--- src/rtl/alu_result_stage.sv ---
// alu_result_stage: registered 2-entry elastic stage between the i16 ALU
// (including the multiplication unit) and writeback.
// Each entry holds {result, overflow, rd}. in_ready comes only from registered
// state, so there is no combinational path from out_ready to in_ready.
// Writes to register 0 are stored as zero result with no overflow.
// The stage also keeps a sticky overflow flag for the core.
// Optional feature (macro ALU_RESULT_OVF_COUNT_EN): adds a saturating 8-bit
// counter of overflow pushes on the ovf_count output.
module alu_result_stage #(
   parameter int l  = 16,
   parameter int RW = 3
) (
   input  logic          clk,
   input  logic          rst,
   input  logic          in_valid,
   output logic          in_ready,
   input  logic [l-1:0]  in_result,
   input  logic          in_overflow,
   input  logic [RW-1:0] in_rd,
   output logic          out_valid,
   input  logic          out_ready,
   output logic [l-1:0]  out_result,
   output logic          out_overflow,
   output logic [RW-1:0] out_rd,
   output logic          ovf_sticky,
   input  logic          ovf_clear
`ifdef ALU_RESULT_OVF_COUNT_EN
   ,
   output logic [7:0]    ovf_count
`endif
);

   logic [l-1:0]  result_mem [2];
   logic          ovf_mem    [2];
   logic [RW-1:0] rd_mem     [2];
   logic [1:0]    count_reg;
   logic          wr_ptr_reg;
   logic          rd_ptr_reg;
   logic          sticky_reg;

   logic          push;
   logic          pop;
   logic          wr_zero;
   logic [l-1:0]  wr_result;
   logic          wr_ovf;

   // Handshake status and head presentation, all from registered state.
   assign in_ready     = (count_reg != 2'd2);
   assign out_valid    = (count_reg != 2'd0);
   assign push         = in_valid && in_ready;
   assign pop          = out_valid && out_ready;
   assign out_result   = out_valid ? result_mem[rd_ptr_reg] : '0;
   assign out_overflow = out_valid ? ovf_mem[rd_ptr_reg]    : 1'b0;
   assign out_rd       = out_valid ? rd_mem[rd_ptr_reg]     : '0;
   assign ovf_sticky   = sticky_reg;

   // Register 0 is hardwired to zero, so its writes never carry data or overflow.
   assign wr_zero   = (in_rd == '0);
   assign wr_result = wr_zero ? '0 : in_result;
   assign wr_ovf    = wr_zero ? 1'b0 : in_overflow;

   // Entry storage: write the tail slot on push; everything is cleared by reset.
   always_ff @(posedge clk or posedge rst) begin
      if (rst) begin
         for (int i = 0; i < 2; i++) begin
            result_mem[i] <= '0;
            ovf_mem[i]    <= 1'b0;
            rd_mem[i]     <= '0;
         end
      end else if (push) begin
         result_mem[wr_ptr_reg] <= wr_result;
         ovf_mem[wr_ptr_reg]    <= wr_ovf;
         rd_mem[wr_ptr_reg]     <= in_rd;
      end
   end

   // Occupancy and the 1-bit wrapping pointers.
   always_ff @(posedge clk or posedge rst) begin
      if (rst) begin
         count_reg  <= 2'd0;
         wr_ptr_reg <= 1'b0;
         rd_ptr_reg <= 1'b0;
      end else begin
         if (push) begin
            wr_ptr_reg <= ~wr_ptr_reg;
         end
         if (pop) begin
            rd_ptr_reg <= ~rd_ptr_reg;
         end
         if (push && !pop) begin
            count_reg <= count_reg + 2'd1;
         end else if (pop && !push) begin
            count_reg <= count_reg - 2'd1;
         end
      end
   end

   // Sticky overflow: a pushed overflow wins over a same-cycle clear.
   always_ff @(posedge clk or posedge rst) begin
      if (rst) begin
         sticky_reg <= 1'b0;
      end else if (push && wr_ovf) begin
         sticky_reg <= 1'b1;
      end else if (ovf_clear) begin
         sticky_reg <= 1'b0;
      end
   end

`ifdef ALU_RESULT_OVF_COUNT_EN
   logic [7:0] ovf_count_reg;

   assign ovf_count = ovf_count_reg;

   // Saturating overflow counter; a same-cycle clear and increment leaves 1.
   always_ff @(posedge clk or posedge rst) begin
      if (rst) begin
         ovf_count_reg <= 8'd0;
      end else if (push && wr_ovf) begin
         if (ovf_clear) begin
            ovf_count_reg <= 8'd1;
         end else if (ovf_count_reg != 8'hFF) begin
            ovf_count_reg <= ovf_count_reg + 8'd1;
         end
      end else if (ovf_clear) begin
         ovf_count_reg <= 8'd0;
      end
   end
`endif

endmodule

--- config.mk ---
export PLATFORM = sky130hd
export DESIGN_NAME = alu_result_stage
export DESIGN_NICKNAME = d
export VERILOG_FILES = /design/src/rtl/alu_result_stage.sv
export SDC_FILE = /design/constraint.sdc
export NUM_CORES = 1
export LEC_CHECK = 0
export CAP_MARGIN = 10
export CORE_MARGIN = 10
export CORE_UTILIZATION = 55
export CTS_CLUSTER_DIAMETER = 150
export DETAILED_ROUTE_END_ITERATION = 10
export PLACE_DENSITY = 0.85
export SLEW_MARGIN = 20
export SYNTH_ARGS = -nofsm -noshare
export SYNTH_HDL_FRONTEND = slang
export SYNTH_SLANG_ARGS = --single-unit
--- constraint.sdc ---
create_clock -name clk -period 2.1 [get_ports clk]
set_input_delay 0.315 -clock clk [delete_from_list [all_inputs] [get_ports clk]]
set_output_delay 0.315 -clock clk [all_outputs]
set_load 0.02 [all_outputs]
==> metrics.md, run 1 <==
| Metric | Value |
|---|---|
| Vias per cell | 5.251 |
| Setup violators final | 0 |
| Worst-path maximum fanout | 11 |
| Period utilisation layout | 97.10% |
| # rows | 23 |
| H-tree depth | 2 |
| Die Y | 85.40 um |
| F_max | a little under 500 MHz |
| Post-synth EDFFs | 0 |
| Hold Fails Final Rpt | 0 |
| Fin cells | between 200 and 300 |
| Pins Over Slew Limit | 0 |
| PostCTS Resize Cnt | 3 |
| Post-synthesis mux area share | 34.04% |
| Clk root buf | clkbuf_8 |
| Worst path slowest cell | clkdlybuf4s50_1 |
| Vias in the first global route | approximately 1600 |
| CP max stage delay | 0.61 ns |
| Sequential cell area fraction in the yosys report | a little under half |
| Drt first pass iters | 4 |
| DIE AREA | between 7000 and 8000 um2 |
| Cells after Synth | about 170 |
| Share of layout cells above drive strength 1 | a little under 30% |
| Num ports | 48 |
| DP Wirelength | between 3 and 4 mm |
| Post-synthesis register bit count | 45 |
| Max FFs per register | 32 |
| Synth Area in Simple Gates | 10.64% |
| Startpoint Class | flop |
| Synth Area in Compound Gates | less than 1% |
| Initial antenna violation count | 0 |
| Arrival @ worst endpoint | 1.72 ns |
| Post-Synth XOR/XNOR Area | 1.862% |
| Vias | between 1000 and 1500 |
| Most frequent cells in the layout | dfrtp_1 (43), mux2_4 (40), clkdlybuf4s50_1 (31) |
| Most common cell after layout, fill and taps aside | dfrtp_1 |
| Design Area, Final | ~3000 um2 |
| Antenna Violating Nets Remaining | 0 |
| Largest net degree at the start of global routing | 21 |
| Synth warnings | 0 |
| GR Util All Layers | between 10 and 15% |
| Postcts setup bufs | 0 |
| Reg2Reg Setup Slack | about 0.52 ns |
| Max_slew headroom | 68.16% |
| Largest registers | result_mem (32), rd_mem (6) |
| R2r worst-path depth | 3 |
| Total CTS buffers | 5 |
| Final core occ | between 70% and 80% |
| ANT cells | 0 |
| Slew @ Worst Pin | between 0.4 and 0.5 ns |
| CTS max path bufs | 2 |
| Outcome | complete, no violations |
| Post-route DRC violation count | 0 |
| Required time of the critical path | approximately 1.8 ns |
| Largest family of logic cells by synthesized area | multiplexers |
| Cell variety after synth | 21 |
| CTS hold repair buffers | 0 |
| Syn Std Cell Area | ~2400 um2 |
| Layout Area Growth over Synthesis | 27.07% |
| Placed cell areas | about 2900 um2 |
| Crit path capture type | primary output |
| Max Cap Viol | 0 |
| # nets final | 250 |
| Tmin final | around 2.0 ns |
| Drt first-iter violations | between 60 and 70 |
| Synth Area in Adders | less than 1% |
| Dpl cells | 267 |
| Worst reg2reg path endpoint | result_mem[20] |
| Static leakage | approximately 1.6 nW |
| WL/cell | between 15 and 20 um |
| RePlAce Congestion | slightly below 0.8 |
| Synth Flop Type | dfrtp_1 |
| CORE AREA | about 4100 um2 |
| CTS sink cnt | 45 |
| Reg2reg start | count_reg[0] |
| Crit Path Class | flop to primary output |
| Worst IR Drop VDD | around 0.85 mV |
| First-pass GRT wire length | approximately 8.6 mm |
| Starting Density | 57.97% |
| HP Class | input pin to asynchronous set/reset pin |
| PortBufs | 47 |
| Grt ovf | 0 |
| Clock Latency Late Sink | approximately 0.30 ns |
| Worst clock skew | approximately 0.0086 ns |
| Power density over cell area | about 1700 nW/um2 |
| Die X | between 80 and 90 um |
| RSZ-0062 raised after global routing | false |
| TNS Setup | 0 ns |
| Async SR Flop Fraction | 100.0% |
| Syn_nets | approximately 200 |
| CTS tree | done |
| Reg clk slew, reported paths | ~0.090 ns |
| Crit-path cells | buf_4 -> mux2i_1 -> nor2_1 -> clkdlybuf4s50_1 |
| Avg Inst Size Synth | 13.76 um2 |
| Biggest register | result_mem |
| Aggregate routed wire length | between 5 and 6 mm |
## per-layer routing
layer	GRT usage (%)	part of all wire, %
met1	17.69	44
met2	23.84	48
met3	5.067	6.0
met5	0	0
met4	4.341	1.4
## metrics by stage
stage / hold slack [ns] / worst slack (ns) / total power, mW
after global placement: 0.4744 / 0.2106 / 4.430
after floorplan: 0.4631 / 0.6971 / 3.543
after CTS: 0.2454 / 0.0004871 / 5.070
after global routing: 0.2722 / 0.01467 / 5.300
after detailed placement: 0.4922 / 0.1702 / 4.536
final: 0.2494 / 0.06097 / 4.986
## critical path, delay by kind of cell, from the launching register on
family / cells / cell delay [ns]
buffers and inverters: 2 / 0.82
flip-flops: 1 / 0.38
multiplexers: 1 / 0.13
AND/OR/NAND/NOR: 1 / 0.09
## layout make-up
cell class,instances,area (um2)
clock buffers,5,68.82
inverters,4,15.01
fillers,272,1069
flip-flops and latches,45,1129
well taps,50,62.56
clock inverters,3,22.52
multi-input cells,112,1125
repair buffers,56,566.8
## power breakdown
group	switching (mW)	internal, mW	total, mW
registers	0.290	1.31	1.60
logic	1.28	1.56	2.84
clock network	0.309	0.233	0.542
## synthesized netlist by cell type, types with 2 or more instances
| master | number | share of area, % |
|---|---|---|
| buf_12 | 2 | 1.7 |
| nor2_1 | 22 | 3.5 |
| mux2i_1 | 20 | 8.5 |
| nor2b_1 | 13 | 3.5 |
| buf_2 | 3 | 0.64 |
| xor2_1 | 2 | 0.74 |
| inv_1 | 4 | 0.64 |
| mux2_4 | 40 | 26 |
| xnor2_1 | 3 | 1.1 |
| clkbuf_1 | 3 | 0.48 |
| dfrtp_1 | 45 | 48 |
| and2b_1 | 4 | 1.3 |
| buf_6 | 2 | 0.96 |
## how the worst max path moves through the flow
| stage | start | endpoint | slack, ns | depth (start not counted) |
|---|---|---|---|---|
| floorplan | rd_ptr_reg | out_overflow | 0.70 | 4 |
| global placement | in_rd[0] | result_mem[14] | 0.21 | 5 |
| detailed placement | in_rd[1] | result_mem[12] | 0.17 | 5 |
| CTS | count_reg[1] | out_result[9] | 0.0005 | 4 |
| global route | rd_ptr_reg | out_result[15] | 0.01 | 4 |
| finish | rd_ptr_reg | out_result[10] | 0.06 | 4 |
## logic make-up (layout without fill, tap and decap cells)
group / Yosys count / count (layout)
buffers and inverters: 14 / 68
adders and majority gates: 1 / 1
xor gates and xnor gates: 5 / 5
and+or+nand+nor: 44 / 44
muxes: 60 / 60
DFF: 45 / 45
AOI/OAI and AO/OA: 2 / 2
(Power assumes the default switching activity.)
==> run 2, diff against run 1 <==
SKIP_LAST_GASP = 1   (was unset)
==> results of run 2 <==
Same layout as run 1: the final DEF is identical, and so are final timing and power.
